$ cat config.mk
export PLATFORM = sky130hd
export DESIGN_NAME = lsu_mem_port
export DESIGN_NICKNAME = d
export VERILOG_FILES = /design/src/rtl/lsu_mem_port.sv
export SDC_FILE = /design/constraint.sdc
export NUM_CORES = 1
export LEC_CHECK = 0
export CORE_ASPECT_RATIO = 0.5
export CORE_MARGIN = 2
export CORE_UTILIZATION = 40
export CTS_CLUSTER_DIAMETER = 60
export CTS_CLUSTER_SIZE = 30
export DETAILED_ROUTE_END_ITERATION = 10
export MAX_ROUTING_LAYER = met4
export PLACE_DENSITY = 0.76
export SLEW_MARGIN = 10
export SYNTH_ARGS = -nofsm -noshare
export SYNTH_HDL_FRONTEND = slang
export SYNTH_SLANG_ARGS = --single-unit
export TNS_END_PERCENT = 50
$ cat constraint.sdc
create_clock -name i_clk -period 1.85 [get_ports i_clk]
set_input_delay 0.37 -clock i_clk [delete_from_list [all_inputs] [get_ports i_clk]]
set_output_delay 0.37 -clock i_clk [all_outputs]
set_load 0.01 [all_outputs]
$ cat src/rtl/lsu_mem_port.sv
// Load/store unit: validates funct3 width and alignment, drives a ready-handshaked
// memory port with aligned address and byte lanes, and extends returned load data.
module lsu_mem_port #(
  parameter int XLEN    = 32,
  parameter int ADDR_W  = 32,
  parameter int TIMEOUT = 256
) (
  input  logic              i_clk,
  input  logic              i_rst_n,
  input  logic              i_req,
  input  logic              i_we,
  input  logic [2:0]        i_f3,
  input  logic [ADDR_W-1:0] i_addr,
  input  logic [XLEN-1:0]   i_wdata,
  output logic              o_busy,
  output logic              o_done,
  output logic [XLEN-1:0]   o_rdata,
  output logic [1:0]        o_fault,
  output logic              o_mem_req,
  output logic              o_mem_we,
  output logic [ADDR_W-1:0] o_mem_addr,
  output logic [XLEN-1:0]   o_mem_wdata,
  output logic [XLEN/8-1:0] o_mem_be,
  input  logic              i_mem_ready,
  input  logic [XLEN-1:0]   i_mem_rdata
);

  localparam int NB       = XLEN / 8;
  localparam int OFF_W    = $clog2(NB);
  localparam int CNT_W    = (TIMEOUT > 1) ? $clog2(TIMEOUT) : 1;
  localparam int CNT_LAST = (TIMEOUT > 0) ? TIMEOUT - 1 : 0;

  typedef enum logic [1:0] {S_IDLE, S_REQ, S_FAULT, S_DONE} state_t;

  state_t            state_reg, state_next;
  logic [CNT_W-1:0]  cnt_reg, cnt_next;
  logic [1:0]        fault_reg, fault_next;
  logic [XLEN-1:0]   rdata_reg, rdata_next;
  logic              load_mem;

  logic              mem_req_reg;
  logic              mem_we_reg;
  logic [ADDR_W-1:0] mem_addr_reg;
  logic [XLEN-1:0]   mem_wdata_reg;
  logic [NB-1:0]     mem_be_reg;
  logic [2:0]        f3_reg;
  logic [OFF_W-1:0]  off_reg;

  // Request decode, evaluated on the incoming request while idle
  logic [1:0]        req_size;
  logic [OFF_W-1:0]  req_off;
  logic              req_illegal;
  logic              req_misaligned;
  logic [1:0]        req_fault;
  logic [4:0]        lane_lo;
  logic [4:0]        lane_hi;
  logic [NB-1:0]     be_next;
  logic [NB-1:0][7:0] wdata_rep;
  logic [ADDR_W-1:0] addr_aligned;

  assign req_size     = i_f3[1:0];
  assign req_off      = i_addr[OFF_W-1:0];
  assign addr_aligned = {i_addr[ADDR_W-1:OFF_W], {OFF_W{1'b0}}};
  assign lane_lo      = 5'(req_off);
  assign lane_hi      = lane_lo + (5'd1 << req_size);

  always_comb begin
    req_illegal = (i_f3 == 3'b111) || (i_we && i_f3[2]);
    if (XLEN == 32 && (i_f3[1:0] == 2'b11 || i_f3 == 3'b110)) begin
      req_illegal = 1'b1;
    end
    case (req_size)
      2'b00:   req_misaligned = 1'b0;
      2'b01:   req_misaligned = i_addr[0];
      2'b10:   req_misaligned = (i_addr[1:0] != 2'b00);
      default: req_misaligned = (i_addr[2:0] != 3'b000);
    endcase
    if (req_illegal) begin
      req_fault = 2'b10;
    end else if (req_misaligned) begin
      req_fault = 2'b01;
    end else begin
      req_fault = 2'b00;
    end
  end

  // Loads read the whole aligned word; stores enable only the addressed lanes.
  // Lane k carries byte (k mod size) of the store data.
  generate
    for (genvar gi = 0; gi < NB; gi++) begin : g_lane
      assign be_next[gi] = !i_we || ((5'(gi) >= lane_lo) && (5'(gi) < lane_hi));
      assign wdata_rep[gi] = (req_size == 2'b00) ? i_wdata[7:0] :
                             (req_size == 2'b01) ? i_wdata[8*(gi%2) +: 8] :
                             (req_size == 2'b10) ? i_wdata[8*(gi%4) +: 8] :
                                                   i_wdata[8*(gi%8) +: 8];
    end
  endgenerate

  // Load return: shift the addressed bytes down, then mask and extend
  logic [XLEN-1:0] ld_sh;
  logic [XLEN-1:0] ld_keep;
  logic            ld_sbit;
  logic [XLEN-1:0] ld_ext;

  assign ld_sh = i_mem_rdata >> {off_reg, 3'b000};

  always_comb begin
    case (f3_reg[1:0])
      2'b00: begin
        ld_keep = XLEN'(8'hFF);
        ld_sbit = ld_sh[7];
      end
      2'b01: begin
        ld_keep = XLEN'(16'hFFFF);
        ld_sbit = ld_sh[15];
      end
      2'b10: begin
        ld_keep = XLEN'(32'hFFFF_FFFF);
        ld_sbit = ld_sh[31];
      end
      default: begin
        ld_keep = '1;
        ld_sbit = 1'b0;
      end
    endcase
    ld_ext = (ld_sh & ld_keep) | ((ld_sbit && !f3_reg[2]) ? ~ld_keep : '0);
  end

  always_comb begin
    state_next = state_reg;
    cnt_next   = cnt_reg;
    fault_next = fault_reg;
    rdata_next = rdata_reg;
    load_mem   = 1'b0;
    case (state_reg)
      S_IDLE: begin
        if (i_req) begin
          if (req_fault != 2'b00) begin
            state_next = S_FAULT;
            fault_next = req_fault;
          end else begin
            state_next = S_REQ;
            cnt_next   = '0;
            load_mem   = 1'b1;
          end
        end
      end
      S_REQ: begin
        // Ready takes precedence over an expiring watchdog in the same cycle
        if (i_mem_ready) begin
          state_next = S_DONE;
          fault_next = 2'b00;
          if (!mem_we_reg) begin
            rdata_next = ld_ext;
          end
        end else if (TIMEOUT != 0 && cnt_reg == CNT_W'(CNT_LAST)) begin
          state_next = S_DONE;
          fault_next = 2'b11;
        end else begin
          cnt_next = cnt_reg + 1'b1;
        end
      end
      S_FAULT, S_DONE: begin
        state_next = S_IDLE;
        fault_next = 2'b00;
      end
      default: state_next = S_IDLE;
    endcase
  end

  always_ff @(posedge i_clk or negedge i_rst_n) begin
    if (!i_rst_n) begin
      state_reg     <= S_IDLE;
      cnt_reg       <= '0;
      fault_reg     <= 2'b00;
      rdata_reg     <= '0;
      mem_req_reg   <= 1'b0;
      mem_we_reg    <= 1'b0;
      mem_addr_reg  <= '0;
      mem_wdata_reg <= '0;
      mem_be_reg    <= '0;
      f3_reg        <= 3'b000;
      off_reg       <= '0;
    end else begin
      state_reg   <= state_next;
      cnt_reg     <= cnt_next;
      fault_reg   <= fault_next;
      rdata_reg   <= rdata_next;
      mem_req_reg <= (state_next == S_REQ);
      if (load_mem) begin
        mem_we_reg    <= i_we;
        mem_addr_reg  <= addr_aligned;
        mem_wdata_reg <= wdata_rep;
        mem_be_reg    <= be_next;
        f3_reg        <= i_f3;
        off_reg       <= req_off;
      end
    end
  end

  assign o_busy      = (state_reg != S_IDLE);
  assign o_done      = (state_reg == S_DONE) || (state_reg == S_FAULT);
  assign o_fault     = fault_reg;
  assign o_rdata     = rdata_reg;
  assign o_mem_req   = mem_req_reg;
  assign o_mem_we    = mem_we_reg;
  assign o_mem_addr  = mem_addr_reg;
  assign o_mem_wdata = mem_wdata_reg;
  assign o_mem_be    = mem_be_reg;

endmodule

==> flow_metrics.py, run 1 <==
metrics = {
    "drt": {
        "drc": 0,
        "first_pass_iters": 5,
        "first_iter_violations": 237,
        "routed_wl_mm": 16.89,
        "detail-route-antenna-nets": 0,
        "routed_via_density": 5.128,
        "wl_per_cell_um": 17.90,
        "num_vias": 4841,
    },
    "worst_setup_path": {
        "critPathRequiredTime_ps": 2130,
        "worstPathMaxFanout": 8,
        "crit_start": "o_mem_we",
        "startpoint_type": "flip-flop",
        "arrival_ps": 2050,
        "critPathBufInv": 0,
        "worstPathCellList": "nand4bb_2, or3_1, or3_4, o311ai_0",
        "cpMaxStageDelayCell": "or3_4",
        "cp-end-kind": "flip-flop",
        "worstReg2RegStart": "o_mem_we",
        "slowest_delay_ps": 440,
        "crit_family": "simple AND/OR/NAND/NOR gates",
        "worst-setup-path-type": "reg2reg",
    },
    "synth": {
        "synthTopCellsByArea": "dfrtp_1 (52%), mux2_2 (9.7%), mux2i_1 (6.2%)",
        "syn_area_mm2": 0.005680,
        "ys_seq_area_frac": 0.5154,
        "synth-seq-cells": 117,
        "yosys_warnings": 0,
        "synth_edf_count": 0,
        "ys.flop_type": "dfrtp_1",
        "ys_types": 56,
        "synth.avg_cell_area_um2": 11.69,
        "synth_top_area_share": 0.5154,
        "synthArstFlopShare": 1.000,
        "synthCells": 486,
        "synth_top_cell_by_area": "dfrtp_1",
    },
    "placed_design": {
        "hpwlAfterDp_mm": 12.13,
        "gp_congestion": 0.8525,
        "placed_cell_area_mm2": 0.008270,
        "dpl.cell_count": 903,
        "place_ws_ps": -531.5,
        "port_buffers": 207,
    },
    "min_path": {
        "worst_hold_path_type": "in2async",
    },
    "sta": {
        "whs_ps": 394.9,
        "tns_ps": 0,
        "hold_viol_final": 0,
        "final_max_slew_viol_count": 0,
        "period_needed_ps": 1775,
        "setup_violations": 0,
        "clock.fmax_ghz": 0.5633,
        "postLayoutSetupSlackWorst_ps": 74.88,
        "finalClockSkew_ps": 16.66,
        "maxSlewHeadroom": 0.6534,
        "rsz0062_at_grt": "no",
        "worstMarginPinSlew_ps": 517.0,
        "min_period_over_period": 0.9595,
    },
    "layout": {
        "nets": 846,
        "finalInstanceArea_mm2": 0.009075,
        "diodes": 0,
        "drive_gt1_frac": 0.2301,
        "fillers": 1035,
        "flow.area_growth_from_synthesis_pct": 59.76,
        "final_cells": 944,
    },
    "power_and_ir_drop": {
        "p_per_area_mw_per_mm2": 1544,
        "p_leak_uw": 0.003916,
        "max-vdd-ir-drop_mv": 0.8204,
    },
    "global_route": {
        "antenna_found_initial": 0,
        "grt_pass1_vias": 4811,
        "grt_pass1_wl_mm": 25.47,
        "grtUsageTotal": 0.2221,
        "grt_overflow_total": 0,
        "grt_max_degree": 46,
    },
    "floorplan": {
        "dieArea_mm2": 0.01523,
        "dieWidth_um": 172.5,
        "die_h_um": 88.27,
        "io_pins": 210,
        "initial_core_util": 0.4146,
        "core-area_mm2": 0.01370,
        "rows": 30,
    },
    "clocking": {
        "cts_made_buffers": 17,
        "cts_root_buffer": "clkbuf_16",
        "clockBufferDepth": 2,
        "cts_sinks": 117,
        "clk_latency_ps": 410,
        "h-tree-depth": 4,
        "tritoncts": "built",
        "clkSlewWorstSetupHoldPaths_ps": 60,
    },
    "status": {
        "outcome": "finished, final reports clean",
    },
    "flow_run": {
        "drv_cap": 0,
    },
}
report_power, final:
| part | internal, µW | switching [µW] |
|---|---|---|
| Clock | 2140 | 1150 |
| Combinational | 3650 | 2600 |
| Sequential | 3740 | 730 |
through the flow:
stage | util | power (µW)
finish | 0.6624 | 14020
global route | 0.6624 | 14740
CTS | 0.6531 | 13990
detailed placement | 0.6037 | 10630
global placement | 0.6037 | 10480
floorplan | - | 7188
cells by family after synthesis:
group	count (synthesis)	share of synthesized area
multiplexers	109	0.2163
adder cells (fa/ha/maj)	3	0.006609
AO/OA/AOI/OAI	116	0.1324
buffers and inverters	39	0.03855
other	1	0.0006602
AND/OR/NAND/NOR	98	0.08546
XOR/XNOR	3	0.004626
flip-flops	117	0.5154
final timing paths:
| kind | slack, ps | cells past startpoint | to |
|---|---|---|---|
| max reg2reg | 70 | 4 | o_rdata[12] |
| max in group asynchronous | 850 | 3 | o_mem_wdata[28] |
| min reg2reg | 480 | 1 | o_mem_addr[12] |
| min in group i_clk | 480 | 3 | f3_reg[2] |
| min | 390 | 2 | o_mem_addr[17] |
| max | 70 | 4 | o_rdata[12] |
cells in the final DEF, fill, tap and decap left out, types with 3 or more instances in the layout:
cell type and count:
clkbuf_1 4, buf_4 47, clkbuf_16 19, clkinv_2 5, buf_12 7, bufinv_16 3, o22a_1 3, or3_1 5
nor2b_1 3, o21ai_1 4, inv_1 5, nand2_1 45, a221o_1 7, dlymetal6s2s_1 3, dlygate4sd2_1 4, mux2i_1 35
mux2_2 48, mux2_1 15, dfrtp_1 116, and3_1 3, buf_6 4, mux2_4 10, o21ai_0 39, a21oi_1 21
nor2_1 19, clkdlybuf4s50_1 198, o311ai_0 9, o211ai_1 7, nand3_1 5, a31oi_1 8
per-layer routing:
layer,part of all wire,routed length (µm),up-vias,GRT usage
met2,0.48,8137,142,0.3552
met5,0,0,-,-
met1,0.46,7714,2382,0.2845
li1,-,-,2290,-
met4,0.019,313,0,0.08625
met3,0.043,728,27,0.04338
final cells by class:
type                            count  area (µm²)  share of cell area
Sequential cell                   117        2929              0.3228
Timing Repair Buffer              267        2658              0.2928
Multi-Input combinational cell    331        2645              0.2915
Clock buffer                       22       454.2             0.05005
Tap cell                          192       240.2             0.02647
Clock inverter                     10       130.1             0.01434
Inverter                            5       18.77            0.002068
cell usage after synthesis, drive strengths merged, types with 4 or more instances:
library cell	number
dfrtp	117
mux2	73
nand2	46
o21ai	44
mux2i	35
a21oi	23
nor2	21
buf	20
clkbuf	14
o311ai	9
a31oi	8
a221o	7
o211ai	7
or3	6
inv	5
nand3	5
o22a	4
repair_timing:
action                                  CTS  global route
pin swaps                                 0             4
endpoints found under the hold margin    15             0
endpoints found under the setup margin   50            72
resized for setup                        16            12
hold buffers                              1             0
buffers inserted                          3             2
cloned                                    0             3
Note: power is estimated with default switching activity, not from simulation.
==> run 2, diff against run 1 <==
--- a/config.mk
+++ b/config.mk
@@ -5,8 +5,9 @@
 export SDC_FILE = /design/constraint.sdc
 export NUM_CORES = 1
 export LEC_CHECK = 0
+export ABC_CLOCK_PERIOD_IN_PS = 1850
 export CORE_ASPECT_RATIO = 0.5
-export CORE_MARGIN = 2
+export CORE_MARGIN = 3
 export CORE_UTILIZATION = 40
 export CTS_CLUSTER_DIAMETER = 60
 export CTS_CLUSTER_SIZE = 30
==> flow_metrics.py, run 2 (synthesis gave the netlist of run 1 again) <==
metrics = {
    "status": {
        "outcome": "finished, final reports clean",
    },
    "clocking": {
        "h-tree-depth": 4,
        "clockBufferDepth": 2,
        "cts_root_buffer": "clkbuf_16",
        "clk_latency_ps": 410,
        "tritoncts": "built",
        "clkSlewWorstSetupHoldPaths_ps": 60,
        "cts_sinks": 117,
        "cts_made_buffers": 17,
    },
    "floorplan": {
        "dieArea_mm2": 0.01575,
        "io_pins": 210,
        "rows": 30,
        "dieWidth_um": 174.5,
        "core-area_mm2": 0.01370,
        "initial_core_util": 0.4146,
        "die_h_um": 90.27,
    },
    "placed_design": {
        "placed_cell_area_mm2": 0.008288,
        "dpl.cell_count": 902,
        "gp_congestion": 0.8346,
        "hpwlAfterDp_mm": 12.12,
        "port_buffers": 207,
    },
    "drt": {
        "routed_via_density": 5.214,
        "drc": 0,
        "met1Wirelength_mm": 7.564,
        "dr.max_layer_used": "met4",
        "wl_met2_mm": 8.430,
        "wl_per_cell_um": 18.35,
        "detail-route-antenna-nets": 0,
        "num_vias": 4906,
        "first_iter_violations": 286,
        "first_pass_iters": 4,
        "met3_length_um": 852,
        "routed_wl_mm": 17.27,
    },
    "worst_setup_path": {
        "cp_common_cell": "buf_12",
        "cp-end-kind": "flip-flop",
        "worst-setup-path-type": "reg2reg",
        "critPathBufInv": 3,
        "cpMaxStageDelayCell": "dfrtp_1",
        "crit_family": "simple AND/OR/NAND/NOR gates",
        "worstPathMaxFanout": 21,
        "slowest_delay_ps": 390,
        "startpoint_type": "flip-flop",
        "worstPathCellList": "buf_4, or2_2, nor2_4, buf_12, buf_12, mux2_2",
        "arrival_ps": 2100,
        "critPathRequiredTime_ps": 2140,
    },
    "layout": {
        "finalInstanceArea_mm2": 0.009111,
        "post-route-util": 0.6650,
        "final_cells": 941,
        "layout_commonest_cell": "clkdlybuf4s50_1",
        "flow.area_growth_from_synthesis_pct": 60.40,
        "nets": 843,
        "drive_gt1_frac": 0.2323,
        "diodes": 0,
        "layout_common_cells": "clkdlybuf4s50_1 (200), dfrtp_1 (116), mux2_2 (49), nand2_1 (45), buf_4 (45)",
    },
    "flow_run": {
        "drv_cap": 0,
    },
    "power_and_ir_drop": {
        "pwr-share-comb": 0.438,
        "p_int_uw": 9704,
        "p_leak_uw": 0.003910,
        "swShare": 0.3190,
        "power.switching_uw": 4546,
        "p_per_area_mw_per_mm2": 1564,
        "clockPowerShare": 0.247,
        "p_seq_frac": 0.316,
        "max-vdd-ir-drop_mv": 0.8103,
    },
    "global_route": {
        "grtUsageTotal": 0.2243,
        "antenna_found_initial": 0,
        "grt_overflow_total": 0,
        "grt_max_degree": 56,
        "grt_pass1_wl_mm": 27.62,
        "grt_pass1_vias": 5153,
    },
    "sta": {
        "whs_ps": 432.5,
        "worstMarginPinSlew_ps": 509.7,
        "period_needed_ps": 1810,
        "min_period_over_period": 0.9786,
        "maxSlewHeadroom": 0.6583,
        "hold_viol_final": 0,
        "setup_violations": 0,
        "final_max_slew_viol_count": 0,
        "clock.fmax_ghz": 0.5524,
        "finalClockSkew_ps": 10.40,
    },
    "min_path": {
        "worst_hold_path_type": "in2async",
    },
}
## run 2: cell types whose count changed in the layout (fill, tap and decap cells not counted), moves of 3 or more
cell / change
buf_12: +3
clkinv_2: -3
clkbuf_1: -3
buf_6: -3
## run 2: stage by stage
stage | worst slack (ps) | setup TNS (ps) | total power [µW]
floorplan | 11.16 | 0 | 7188
global placement | -460.4 | -33150 | 10480
detailed placement | -505.0 | -38690 | 10630
CTS | -4.839 | -10.45 | 14270
global route | -33.38 | -744.6 | 14990
finish | 39.62 | 0 | 14250
## run 2: final timing paths
path | cells past startpoint | endpoint | slack (ps) | startpoint
worst max-delay path | 6 | o_mem_wdata[27] | 40 | state_reg[1]
worst min-delay path | 2 | o_rdata[4] | 430 | i_rst_n
worst max register to register | 6 | o_mem_wdata[27] | 40 | state_reg[1]
worst min register to register | 1 | o_mem_addr[13] | 480 | o_mem_addr[13]
max in group asynchronous | 3 | o_mem_wdata[15] | 850 | i_rst_n
min in group i_clk | 1 | o_mem_addr[13] | 480 | o_mem_addr[13]
## run 2: final cells by class
type	instances	area (µm²)
clock buffers	20	456.7
inverters	5	18.77
repair buffers	264	2650
flip-flops and latches	117	2929
multi-input cells	331	2639
well taps	192	240.2
fillers	989	4589
clock inverters	12	177.7
## run 2: what timing repair did
| item | CTS | global route |
|---|---|---|
| pin swaps | 3 | 4 |
| cloned | 1 | 0 |
| setup buffers | 4 | 1 |
| resized for setup | 12 | 13 |
| hold endpoints to repair | 24 | 0 |
| endpoints found under the setup margin | 57 | 77 |
| hold buffers | 1 | 0 |
## run 2: per-layer routing
layer  track usage  up-vias
li1              -     2289
met1        0.2829     2429
met2        0.3613      154
met3       0.04702       34
met4       0.08156        0
met5             -        -
## run 2: worst reg2reg max path: cells and delay by family, from the launching register on
| kind | cells | cell delay [ps] |
|---|---|---|
| and+or+nand+nor | 2 | 500 |
| muxes | 1 | 360 |
| DFF | 1 | 390 |
| buffers and inverters | 3 | 450 |
## run 2: power groups by stage
stage	Sequential [µW]	Combinational [µW]	Clock (µW)
after floorplan	4880	2310	0
after global placement	4450	6030	0
after detailed placement	4480	6150	0
after CTS	4490	6240	3550
after global routing	4660	6670	3660
final	4500	6240	3510
